**src/rtl/viexo_fb_arbiter.sv**
```systemverilog
// rtl/viexo_fb_arbiter.sv - framebuffer port arbiter and scan-out sequencer
// Even active columns own the RAM for scan-out; every other slot serves the writer.
module viexo_fb_arbiter #(
   parameter int H_ACTIVE = 640,
   parameter int V_ACTIVE = 480,
   parameter int ADDR_W   = 18
) (
   input  logic              aclk,
   input  logic              aresetn,
   input  logic [11:0]       x,
   input  logic [11:0]       y,
   input  logic              hblank,
   input  logic              vblank,
   input  logic              wr_valid,
   output logic              wr_ready,
   input  logic [ADDR_W-1:0] wr_addr,
   input  logic [15:0]       wr_data,
   output logic              mem_en,
   output logic              mem_we,
   output logic [ADDR_W-1:0] mem_addr,
   output logic [15:0]       mem_wdata,
   input  logic [15:0]       mem_rdata,
   output logic              pix_valid,
   output logic [7:0]        pix_data,
   output logic              pix_hblank,
   output logic              pix_vblank,
   output logic              wr_oob
);

   localparam int HALF_W = H_ACTIVE / 2;
   localparam int WORDS  = HALF_W * V_ACTIVE;

   typedef enum logic [1:0] {S_IDLE, S_LO, S_HI} state_t;

   logic              w_active;
   logic              w_read_slot;
   logic              w_wr_slot;
   logic              w_wr_in_range;
   logic              w_do_read;
   logic              w_do_write;
   logic [ADDR_W-1:0] w_rd_addr;

   state_t            r_state;
   logic              r_rd_pend;
   logic [7:0]        r_hi_hold;
   logic [7:0]        r_pix_data;
   logic              r_pix_valid;
   logic [1:0]        r_hb;
   logic [1:0]        r_vb;
   logic              r_oob;

   assign w_active      = (32'(x) < 32'(H_ACTIVE)) && (32'(y) < 32'(V_ACTIVE));
   assign w_read_slot   = w_active && !x[0];
   assign w_wr_slot     = !w_read_slot;
   assign w_wr_in_range = 32'(wr_addr) < 32'(WORDS);
   assign w_rd_addr     = ADDR_W'(y) * ADDR_W'(HALF_W) + ADDR_W'(x[11:1]);

   // Command path is gated by reset so a held reset keeps the RAM quiet.
   assign w_do_read  = aresetn && w_read_slot;
   assign w_do_write = aresetn && w_wr_slot && wr_valid && w_wr_in_range;

   assign wr_ready  = aresetn && w_wr_slot;
   assign mem_en    = w_do_read || w_do_write;
   assign mem_we    = w_do_write;
   assign mem_addr  = w_do_read  ? w_rd_addr :
                      w_do_write ? wr_addr   : '0;
   assign mem_wdata = w_do_write ? wr_data : 16'h0000;

   always_ff @(posedge aclk or negedge aresetn) begin
      if (!aresetn) begin
         r_rd_pend <= 1'b0;
         r_hb      <= 2'b00;
         r_vb      <= 2'b00;
         r_oob     <= 1'b0;
      end else begin
         r_rd_pend <= w_read_slot;
         r_hb      <= {r_hb[0], hblank};
         r_vb      <= {r_vb[0], vblank};
         if (wr_valid && w_wr_slot && !w_wr_in_range)
            r_oob <= 1'b1;
      end
   end

   // mem_rdata is consumed directly on the cycle rd_pend is high.
   always_ff @(posedge aclk or negedge aresetn) begin
      if (!aresetn) begin
         r_state     <= S_IDLE;
         r_pix_valid <= 1'b0;
         r_pix_data  <= 8'h00;
         r_hi_hold   <= 8'h00;
      end else begin
         case (r_state)
            S_IDLE: begin
               if (r_rd_pend) begin
                  r_state     <= S_LO;
                  r_pix_data  <= mem_rdata[7:0];
                  r_hi_hold   <= mem_rdata[15:8];
                  r_pix_valid <= 1'b1;
               end else begin
                  r_pix_valid <= 1'b0;
               end
            end
            S_LO: begin
               r_state     <= S_HI;
               r_pix_data  <= r_hi_hold;
               r_pix_valid <= 1'b1;
            end
            S_HI: begin
               if (r_rd_pend) begin
                  r_state     <= S_LO;
                  r_pix_data  <= mem_rdata[7:0];
                  r_hi_hold   <= mem_rdata[15:8];
                  r_pix_valid <= 1'b1;
               end else begin
                  r_state     <= S_IDLE;
                  r_pix_valid <= 1'b0;
               end
            end
            default: begin
               r_state     <= S_IDLE;
               r_pix_valid <= 1'b0;
            end
         endcase
      end
   end

   assign pix_valid  = r_pix_valid;
   assign pix_data   = r_pix_data;
   assign pix_hblank = r_hb[1];
   assign pix_vblank = r_vb[1];
   assign wr_oob     = r_oob;

endmodule

```
**config.mk**
```make
export PLATFORM = sky130hd
export DESIGN_NAME = viexo_fb_arbiter
export DESIGN_NICKNAME = d
export VERILOG_FILES = /design/src/rtl/viexo_fb_arbiter.sv
export SDC_FILE = /design/constraint.sdc
export NUM_CORES = 1
export LEC_CHECK = 0
export ABC_AREA = 0
export CAP_MARGIN = 20
export CORE_MARGIN = 4
export CORE_UTILIZATION = 35
export DETAILED_ROUTE_END_ITERATION = 10
export PLACE_DENSITY = 0.79
export SYNTH_ARGS = -nofsm -noshare
export SYNTH_HDL_FRONTEND = slang
export SYNTH_SLANG_ARGS = --single-unit
```
**constraint.sdc**
```tcl
create_clock -name aclk -period 5.8 [get_ports aclk]
set_input_delay 1.74 -clock aclk [delete_from_list [all_inputs] [get_ports aclk]]
set_output_delay 1.74 -clock aclk [all_outputs]
set_load 0.02 [all_outputs]
```
==> summary.md, run 1 <==
| Metric | Value |
|---|---|
| Setup CP Type | in -> out |
| Final Total Pwr | 0.761 mW |
| All-Layer GR Usage | 21.5% |
| Largest net degree at the start of global routing | 26 |
| Synth top cells by count | 25 x dfrtp_1, 22 x ha_1, 18 x nor2_1 |
| Post-Syn Instances | 230 |
| Port Buffer Count | around 130 |
| Sequential-to-total area share from yosys stat | between 20 and 30% |
| Status | finished, violations left |
| Mapped Avg Cell Area | between 9 and 10 µm² |
| Worst Max-Slew Pin Slew | ~870 ps |
| YS warnings | 0 |
| Cell Pwr Density | ~180 mW/mm² |
| Yosys top cell area share | 28.9% |
| Worst reg2reg endpoint | pix_data[5] |
| Slowest stage delay, CP | approximately 560 ps |
| # rows | 28 |
| Slowest stage cell, crit path | fa_2 |
| Gpl congestion | between 0.9 and 1 |
| Post-Synth Adder-Cell Area | 14.6% |
| CTS H-Tree Depth | 1 |
| Post-synthesis async set-or-reset flop share | between 90% and 100% |
| Min Tclk post-route | between 5000 and 6000 ps |
| Most frequent cell on the critical path | ha_4 |
| Post-synth EDFFs | 0 |
| Mapped Area | 0.00217 mm² |
| Highest clock rate | about 170 MHz |
| Fill count | just over 400 |
| Slew Limit Fails | 0 |
| Violated checks | negative setup slack |
| R2r worst-path depth | 4 |
| Routed wire length | 8.71 mm |
| # IOs | 128 |
| Die height | 86.7 µm |
| Area delta synth->final | 97.2% |
| Syn_nets | ~330 |
| Pre-antenna DRT Iters | 5 |
| Clock Tree Buf Depth | 2 |
| RSZ-0062 raised after global routing | true |
| Max-slew headroom | a little over two fifths |
| Delay-heaviest family, CP | adder cells |
| Vias in the first global route | approximately 2600 |
| Min-delay worst type | reg -> reg |
| HPWL after DPL | roughly 6.3 mm |
| Initial drt markers | 67 |
| Final worst slack | -60.8 ps |
| Largest cells by area after synthesis | dfrtp_1 29%, ha_1 13%, and2_1 4.6%, mux2_2 4.2%, xnor2_1 4.0% |
| Critical path origin | y[3] |
| ANT nets after route | 0 |
| DRC | 0 |
| Clk slew on worst S/H paths | ~80 ps |
| Vias | approximately 2500 |
| Total grt overflow | 0 |
| Synth Register Bits | 25 |
| R2r setup slk | approximately 3600 ps |
| Fraction of the cycle the final worst path needs | 101% |
| Final setup violating endpoints | 5 |
| First-pass GRT wire length | between 10 and 15 mm |
| CP max FO | 3 |
| Share of layout cells above drive strength 1 | about 33% |
| Crit path buf inv count | 2 |
| Vias/cell | about 5.2 |
| RR Startpoint | r_state[0] |
| Most common cell in the synthesized netlist | dfrtp_1 |
| XOR/XNOR Fraction of Synth Area | under 10% |
| Core area | approximately 0.006 mm² |
| Die outline area | about 0.0075 mm² |
| Clk sinks | 25 |
| Startpoint Class | primary input |
| Max-cap viol count | 0 |
| Num CTS Buffers | 3 |
| Clock Skews | 2.95 ps |
| Main combinational cell family by area after synthesis | compound AO/OA/AOI/OAI gates |
| WHS Endpoint | r_hb[1] |
| Post-synthesis mux area share | under 10% |
| Compound-Gate Fraction of Synth Area | between 20% and 30% |
| VDD IR max | ~150 µV |
| CTS tree | built |
| Yosys top cell by area | dfrtp_1 |
| Worst Setup End Kind | output port |
| Initial antenna violation count | 0 |
| DR WL/cell | approximately 18 µm |
| Worst-path cell chain | buf_8, ha_4, ha_4, fa_2, ha_4, nor2_2, a2111oi_4, nand4_1, xnor2_2, o21ai_2, buf_6 |
| CTS root buf | clkbuf_8 |
| CP Data Required Time | around 4100 ps |
| Hold path start | r_hb[0] |
| Post-synth top flop | dfrtp_1 |
| P_leak | around 1.9 nW |
| Starting density of the core | a little over a third |
| Nets@finish | approximately 500 |
| Diodes inserted | 0 |
| Final hold viol count | 0 |
| Simple logic cell fraction of the synthesized area | about 18% |
| Final Util | between 70% and 80% |
| Worst path arrival time | a little over 4000 ps |
| Clk_lat worst skew | 270 ps |
| Place WS | -1120 ps |
| Die Wd | roughly 87 µm |
| Min-Delay Path Depth | 0 |
| Synth unique cells | 53 |
-- sequential cells by signal, summed over array words and instances (netlist names) --
register,count
r_state,2
wr_oob,1
pix_data,8
pix_valid,1
r_hi_hold,8
r_hb,2
r_rd_pend,1
r_vb,2
-- cell type report --
cell class / instances / area, µm² / area share, %
multi-input combinational: 188 / 1860 / 43.6
timing repair buffer: 176 / 1620 / 37.8
sequential: 25 / 626 / 14.6
tap: 75 / 93.8 / 2.20
clock buffer: 3 / 41.3 / 0.967
inverter: 7 / 26.3 / 0.615
clock inverter: 1 / 5.00 / 0.117
-- routing by layer --
layer  vias to the layer above  track usage (%)  wire length (µm)
met1                      1144             25.0              3460
met2                       133             36.3              4180
met4                         0             11.8               337
li1                       1178                -                 -
met3                        31             5.13               728
met5                         -                0                 0
-- worst max-delay path by stage --
stage / to / slack, ps / depth (start not counted)
CTS: mem_addr[16] / -100 / 11
detailed placement: mem_addr[15] / -1120 / 12
global route: mem_addr[17] / -110 / 11
global placement: mem_addr[14] / -1060 / 13
finish: mem_addr[17] / -60 / 11
floorplan: mem_addr[17] / -70 / 9
-- layout by cell type (no fill, tap or decap), drive strengths merged, types with 3 or more instances in the layout --
master,synthesis,final
clkdlybuf4s50,0,79
o21ai,13,13
nand2,15,15
a21oi,13,13
ha,22,22
mux2,8,8
nor2b,6,6
nor2,18,18
dlymetal6s2s,0,4
nand2b,3,3
a211o,3,3
clkbuf,3,7
dfrtp,25,25
buf,6,60
nand4,3,3
a21o,4,4
xnor2,10,10
a22o,8,8
and2,16,16
mux2i,8,8
o211ai,3,3
dlygate4sd2,0,29
inv,7,7
xor2,3,3
-- through the flow --
stage / TNS (ps) / hold slack [ps] / area, µm² / std cells
after floorplan: -87.9 / 331 / 2180 / 230
after detailed placement: -9620 / 335 / 3840 / 466
after global routing: -465 / 356 / 4270 / 475
after CTS: -115 / 354 / 4090 / 473
after global placement: -9780 / 337 / 3840 / 466
final: -144 / 352 / 4270 / 475
-- cells by family (layout without fill, tap and decap cells) --
| family | after synthesis | in the layout |
|---|---|---|
| and+or+nand+nor | 73 | 73 |
| AOI/OAI and AO/OA | 62 | 62 |
| DFF | 25 | 25 |
| adders and majority gates | 24 | 24 |
| buffers and inverters | 17 | 187 |
| muxes | 16 | 16 |
| xor gates and xnor gates | 13 | 13 |
-- timing repair --
action,CTS,global route
setup endpoints to repair,35,17
buffers inserted,3,2
resized for setup,122,44
pin swaps,16,22
hold buffers,0,0
-- where the power goes --
part | switching [mW] | total, mW | internal (mW)
Sequential | 0.0115 | 0.209 | 0.198
Clock | 0.0509 | 0.0989 | 0.0480
Combinational | 0.208 | 0.453 | 0.245
Total | 0.270 | 0.761 | 0.491
Power figures use the tool's default switching activity.
==> run 2, diff against run 1 <==
Settings changed: REMOVE_ABC_BUFFERS set to 1, SLEW_MARGIN set to 10.
==> summary.md, run 2 (synthesized netlist as in run 1, its figures left out) <==
| Metric | Value |
|---|---|
| # rows | 28 (unchanged) |
| WHS Endpoint | r_hb[1] |
| Max-slew headroom | 43.7% (+1.5 points) |
| Routed wire length | 8.24 mm (-5.4%) |
| Clock Tree Buf Depth | 2 (unchanged) |
| Hold path start | r_hb[0] |
| Worst reg2reg endpoint | pix_data[4] |
| Die Wd | 86.7 µm (unchanged) |
| Final setup violating endpoints | 3 (-2) |
| Gpl congestion | 0.934 (-1.0%) |
| DRC | 0 (unchanged) |
| Initial antenna violation count | 0 (unchanged) |
| CP Data Required Time | 4060 ps (about the same) |
| Most frequent cell on the critical path | ha_4 |
| CTS root buf | clkbuf_8 |
| Nets@finish | 507 (+0.60%) |
| RSZ-0062 raised after global routing | true |
| Largest net degree at the start of global routing | 34 (+31%) |
| CTS Hold Buffers Added | 0 (unchanged) |
| Slew Limit Fails | 0 (unchanged) |
| Fill count | 436 (+5.1%) |
| Fraction of the cycle the final worst path needs | 101% (-0.12 points) |
| Highest clock rate | 171 MHz (+0.12%) |
| Port Buffer Count | 127 (unchanged) |
| Place WS | -1110 ps (+10.5 ps) |
| Share of layout cells above drive strength 1 | 31.3% (-1.7 points) |
| Crit path buf inv count | 4 (+2) |
| CTS tree | built |
| Die outline area | 0.00751 mm² (unchanged) |
| Most frequent cells in the layout | 81 x clkdlybuf4s50_1, 51 x buf_4, 25 x dfrtp_1, 20 x dlygate4sd2_1, 18 x ha_4 |
| Core area | 0.00596 mm² (unchanged) |
| Min-delay worst type | reg -> reg |
| Worst path arrival time | 4110 ps (about the same) |
| Setup CP Type | in -> out |
| Num CTS Buffers | 3 (unchanged) |
| ANT nets after route | 0 (unchanged) |
| Vias in the first global route | 2604 (-1.6%) |
| # IOs | 128 (unchanged) |
| DR WL/cell | 17.2 µm (-6.0%) |
| Pre-antenna DRT Iters | 4 (-1) |
| Diodes inserted | 0 (unchanged) |
| Final Util | 71.0% (-0.69 points) |
| Cell Pwr Density | 175 mW/mm² (-1.6%) |
| Max-cap viol count | 0 (unchanged) |
| HPWL after DPL | 6.05 mm (-3.6%) |
| First-pass GRT wire length | 12.2 mm (-3.9%) |
| Initial drt markers | 47 (-30%) |
| All-Layer GR Usage | 20.4% (-1.1 points) |
| Worst Max-Slew Pin Slew | 843 ps (-23.1 ps) |
| Clock Skews | 2.31 ps (-0.635 ps) |
| Vias/cell | 5.11 (-2.3%) |
| Die height | 86.7 µm (unchanged) |
| Status | finished, violations left |
| Clk sinks | 25 (unchanged) |
| CTS H-Tree Depth | 1 (unchanged) |
| Most common cell after layout, fill and taps aside | clkdlybuf4s50_1 |
| Vias | 2444 (-1.7%) |
| Delay-heaviest family, CP | adder cells |
| Startpoint Class | primary input |
| Worst Setup End Kind | output port |
| Violated checks | negative setup slack |
| R2r worst-path depth | 4 (unchanged) |
| Min Tclk post-route | 5850 ps (-7.24 ps) |
| CP max FO | 3 (unchanged) |
| Slowest stage cell, crit path | fa_2 |
| Final worst slack | -53.5 ps (+7.24 ps) |
| Slowest stage delay, CP | 550 ps (about the same) |
| Starting density of the core | 36.4% (unchanged) |
| Total grt overflow | 0 (unchanged) |
| Min-Delay Path Depth | 0 (unchanged) |
| Clk slew on worst S/H paths | 80 ps (about the same) |
| Clk_lat worst skew | 260 ps (about the same) |
| Worst-path cell chain | buf_8, ha_4, ha_4, fa_2, ha_4, nor2_4, a2111oi_4, buf_4, buf_6, nand3_2, a32o_2, buf_6 |
| Final hold viol count | 0 (unchanged) |
| RR Startpoint | r_state[0] |
| R2r setup slk | 3620 ps (+30 ps) |
| P_leak | 1.98 nW (+2.5%) |
| Area delta synth->final | 95.3% |
| VDD IR max | 110 µV (-29%) |
run 2: cell count changes in the layout (fill, tap and decap cells not counted), sizes merged:
cell / before / now
dlygate4sd2: 29 / 20
buf: 60 / 62
dlymetal6s2s: 4 / 10
dlygate4sd1: 0 / 1
clkbuf: 7 / 6
clkdlybuf4s15: 0 / 2
clkdlybuf4s50: 79 / 81
run 2: per-stage QoR:
step | instance area, µm² | instances | hold WS (ps) | total power [mW] | TNS [ps]
finish | 4230 | 478 | 357 | 0.742 | -91.9
global route | 4230 | 478 | 374 | 0.785 | -326
CTS | 4130 | 477 | 361 | 0.718 | -244
detailed placement | 3840 | 470 | 341 | 0.580 | -8860
global placement | 3840 | 470 | 335 | 0.569 | -8210
floorplan | 2100 | 220 | 331 | 0.385 | -348
run 2: area by class of cell:
cell class	instances	area, µm²	share of cell area, %
multi-input combinational	188	1790	42.3
timing repair buffer	179	1650	39.0
sequential	25	626	14.8
tap	75	93.8	2.22
clock buffer	3	41.3	0.976
inverter	7	26.3	0.621
clock inverter	1	5.00	0.118
run 2: how the worst max path moves through the flow:
stage	start	endpoint	slack, ps	cells after the start
floorplan	y[1]	mem_addr[17]	-160	9
global placement	y[1]	mem_addr[16]	-1090	11
detailed placement	y[1]	mem_addr[17]	-1110	12
CTS	y[3]	mem_addr[17]	-110	12
global route	y[3]	mem_addr[16]	-110	11
finish	y[3]	mem_addr[15]	-50	12
run 2: power breakdown:
| part | total, mW | leakage [nW] | switching, mW | internal [mW] |
|---|---|---|---|---|
| registers | 0.210 | 0.299 | 0.0120 | 0.198 |
| clock network | 0.0988 | 0.0255 | 0.0509 | 0.0480 |
| logic | 0.433 | 1.66 | 0.194 | 0.239 |
| total | 0.742 | 1.98 | 0.257 | 0.485 |
run 2: metal layers:
| layer | global-route usage, % | wire (µm) | up-vias |
|---|---|---|---|
| met3 | 3.90 | 548 | 23 |
| met5 | 0 | 0 | - |
| met1 | 23.6 | 3190 | 1138 |
| met2 | 38.0 | 4290 | 99 |
| li1 | - | - | 1184 |
| met4 | 5.52 | 206 | 0 |
run 2: what timing repair did:
action	CTS	global route
buffers inserted	3	1
resized for setup	121	35
pin swaps	21	11
setup endpoints to repair	27	22
==> run 3, diff against run 2 <==
Settings changed: CTS_CLUSTER_SIZE set to 20, GPL_TIMING_DRIVEN set to 0.
==> summary.md, run 3 (synthesized netlist as in run 1, its figures left out) <==
| Metric | Value |
|---|---|
| Status | finished, violations left |
| Violated checks | negative setup slack |
| Vias/cell | 5.26 (+2.8%) |
| Diodes inserted | 0 (unchanged) |
| VDD IR max | 150 µV (+36%) |
| DRC | 0 (unchanged) |
| Clk slew on worst S/H paths | 80 ps (about the same) |
| Worst-path cell chain | buf_8, ha_4, ha_4, fa_2, ha_4, nor2_4, a2111oi_4, nand4_1, xnor2_1, o21ai_1, buf_4 |
| Final Total Pwr | 0.704 mW (-5.1%) |
| Final Util | 66.5% (-4.5 points) |
| Min-delay worst type | reg -> reg |
| Most common cell after layout, fill and taps aside | clkdlybuf4s50_1 |
| Slew Limit Fails | 0 (unchanged) |
| DR WL/cell | 17.4 µm (+1.1%) |
| Clock Tree Buf Depth | 2 (unchanged) |
| Area delta synth->final | 82.9% |
| CP max FO | 3 (unchanged) |
| Final setup violating endpoints | 2 (-1) |
| Starting density of the core | 36.4% (unchanged) |
| Final hold viol count | 0 (unchanged) |
| R2r worst-path depth | 4 (unchanged) |
| # IOs | 128 (unchanged) |
| CTS root buf | clkbuf_8 |
| Max-cap viol count | 0 (unchanged) |
| Die Wd | 86.7 µm (unchanged) |
| Vias in the first global route | 2556 (-1.8%) |
| Pre-antenna DRT Iters | 4 (unchanged) |
| Fill count | 473 (+8.5%) |
| Most frequent cells in the layout | 83 x clkdlybuf4s50_1, 28 x dlygate4sd2_1, 25 x dfrtp_1, 18 x buf_4 |
| Die outline area | 0.00751 mm² (unchanged) |
| Min Tclk post-route | 5830 ps (-28.4 ps) |
| CP Data Required Time | 4060 ps (about the same) |
| Slowest stage delay, CP | 560 ps (about the same) |
| Clock Skews | 7.34 ps (+5.03 ps) |
| Hold path start | r_hb[0] |
| Max-slew headroom | 38.8% (-4.9 points) |
| Slowest stage cell, crit path | fa_2 |
| Core area | 0.00596 mm² (unchanged) |
| Post-DP Area | 0.00348 mm² (-9.3%) |
| Gpl congestion | 0.867 (-7.1%) |
| RSZ-0062 raised after global routing | true |
| First-pass GRT wire length | 11.8 mm (-3.5%) |
| Cell Pwr Density | 178 mW/mm² (+1.4%) |
| Largest net degree at the start of global routing | 27 (-21%) |
| Post-route cell area | 0.00396 mm² (-6.4%) |
| Highest clock rate | 172 MHz (+0.49%) |
| Initial antenna violation count | 0 (unchanged) |
| Worst Setup End Kind | output port |
| Total grt overflow | 0 (unchanged) |
| Startpoint Class | primary input |
| Worst path arrival time | 4090 ps (-20 ps) |
| CTS tree | built |
| Share of layout cells above drive strength 1 | 24.6% (-6.7 points) |
| Most frequent cell on the critical path | ha_4 |
| Routed wire length | 7.75 mm (-5.9%) |
| Setup CP Type | in -> out |
| Nets@finish | 474 (-6.5%) |
| P_leak | 1.72 nW (-13%) |
| Multi-input gate area | 0.00179 mm² (+0.14%) |
| R2r setup slk | 3600 ps (-20 ps) |
| Worst Max-Slew Pin Slew | 916 ps (+72.9 ps) |
| Worst reg2reg endpoint | pix_data[2] |
| HPWL after DPL | 5.52 mm (-8.7%) |
| Place WS | -1390 ps (-277 ps) |
| ANT nets after route | 0 (unchanged) |
| Clk sinks | 25 (unchanged) |
| Clk_lat worst skew | 270 ps (about the same) |
| Min-Delay Path Depth | 0 (unchanged) |
| Reg area | 626 µm² (unchanged) |
| CTS Hold Buffers Added | 0 (unchanged) |
| Die height | 86.7 µm (unchanged) |
| RR Startpoint | r_state[0] |
| WHS Endpoint | r_hb[1] |
| Initial drt markers | 47 (unchanged) |
| Final worst slack | -25.1 ps (+28.4 ps) |
| # rows | 28 (unchanged) |
| Num CTS Buffers | 3 (unchanged) |
| Vias | 2340 (-4.3%) |
| CTS H-Tree Depth | 1 (unchanged) |
| Fraction of the cycle the final worst path needs | 100% (-0.49 points) |
| Port Buffer Count | 127 (unchanged) |
| All-Layer GR Usage | 19.7% (-0.73 points) |
## run 3: changes by cell type in the layout (fill, tap and decap cells not counted), moves of 3 or more
cell / previous run / this run
dlygate4sd2_1: 20 / 28
o21ai_1: 5 / 2
o21ai_0: 7 / 10
buf_4: 51 / 18
dlymetal6s2s_1: 10 / 1
## run 3: final cells by class
class | count | area share, %
clock buffer | 3 | 1.04
clock inverter | 1 | 0.126
inverter | 7 | 0.663
multi-input combinational | 188 | 45.2
sequential | 25 | 15.8
tap | 75 | 2.37
timing repair buffer | 146 | 34.8
## run 3: stage by stage
| step | hold slack [ps] | setup TNS, ps | std cells |
|---|---|---|---|
| 2_1_floorplan | 331 | -348 | 220 |
| 3_3_place_gp | 334 | -54630 | 422 |
| 3_5_place_dp | 336 | -33180 | 423 |
| 4_1_cts | 359 | -25.6 | 443 |
| 5_1_grt | 376 | -249 | 445 |
| 6_report | 356 | -44.1 | 445 |
## run 3: timing repair
action | 4_1_cts | 5_1_grt
setup endpoints to repair | 37 | 26
setup buffers | 15 | 2
gates resized for setup | 127 | 23
cloned | 1 | 0
pin swaps | 24 | 17
## run 3: how the worst max path moves through the flow
stage	start	end	slack, ps	cells after the start
2_1_floorplan	y[1]	mem_addr[17]	-160	9
5_1_grt	y[3]	mem_addr[16]	-80	11
3_5_place_dp	aresetn	mem_addr[10]	-1390	6
6_report	y[3]	mem_addr[17]	-30	11
4_1_cts	y[3]	mem_addr[17]	-30	11
3_3_place_gp	aresetn	mem_addr[2]	-1620	5
## run 3: power breakdown
part	total (mW)	switching [mW]	internal, mW
Sequential	0.208	0.0109	0.197
Combinational	0.396	0.185	0.211
Clock	0.0997	0.0517	0.0480
Total	0.704	0.248	0.456
## run 3: worst max-delay path: cells and delay by family
| family | cells | cell delay [ps] |
|---|---|---|
| fa+ha+maj | 4 | 1120 |
| xor+xnor | 1 | 180 |
| buf+inv | 2 | 270 |
| compound gates | 2 | 520 |
| simple gates | 2 | 250 |
## run 3: layer usage
layer | vias to the layer above | routed length, µm | track usage [%]
met5 | - | 0 | 0
met4 | 0 | 186 | 6.09
met3 | 19 | 520 | 3.33
met2 | 98 | 4020 | 36.3
met1 | 1111 | 3030 | 22.9
li1 | 1112 | - | -
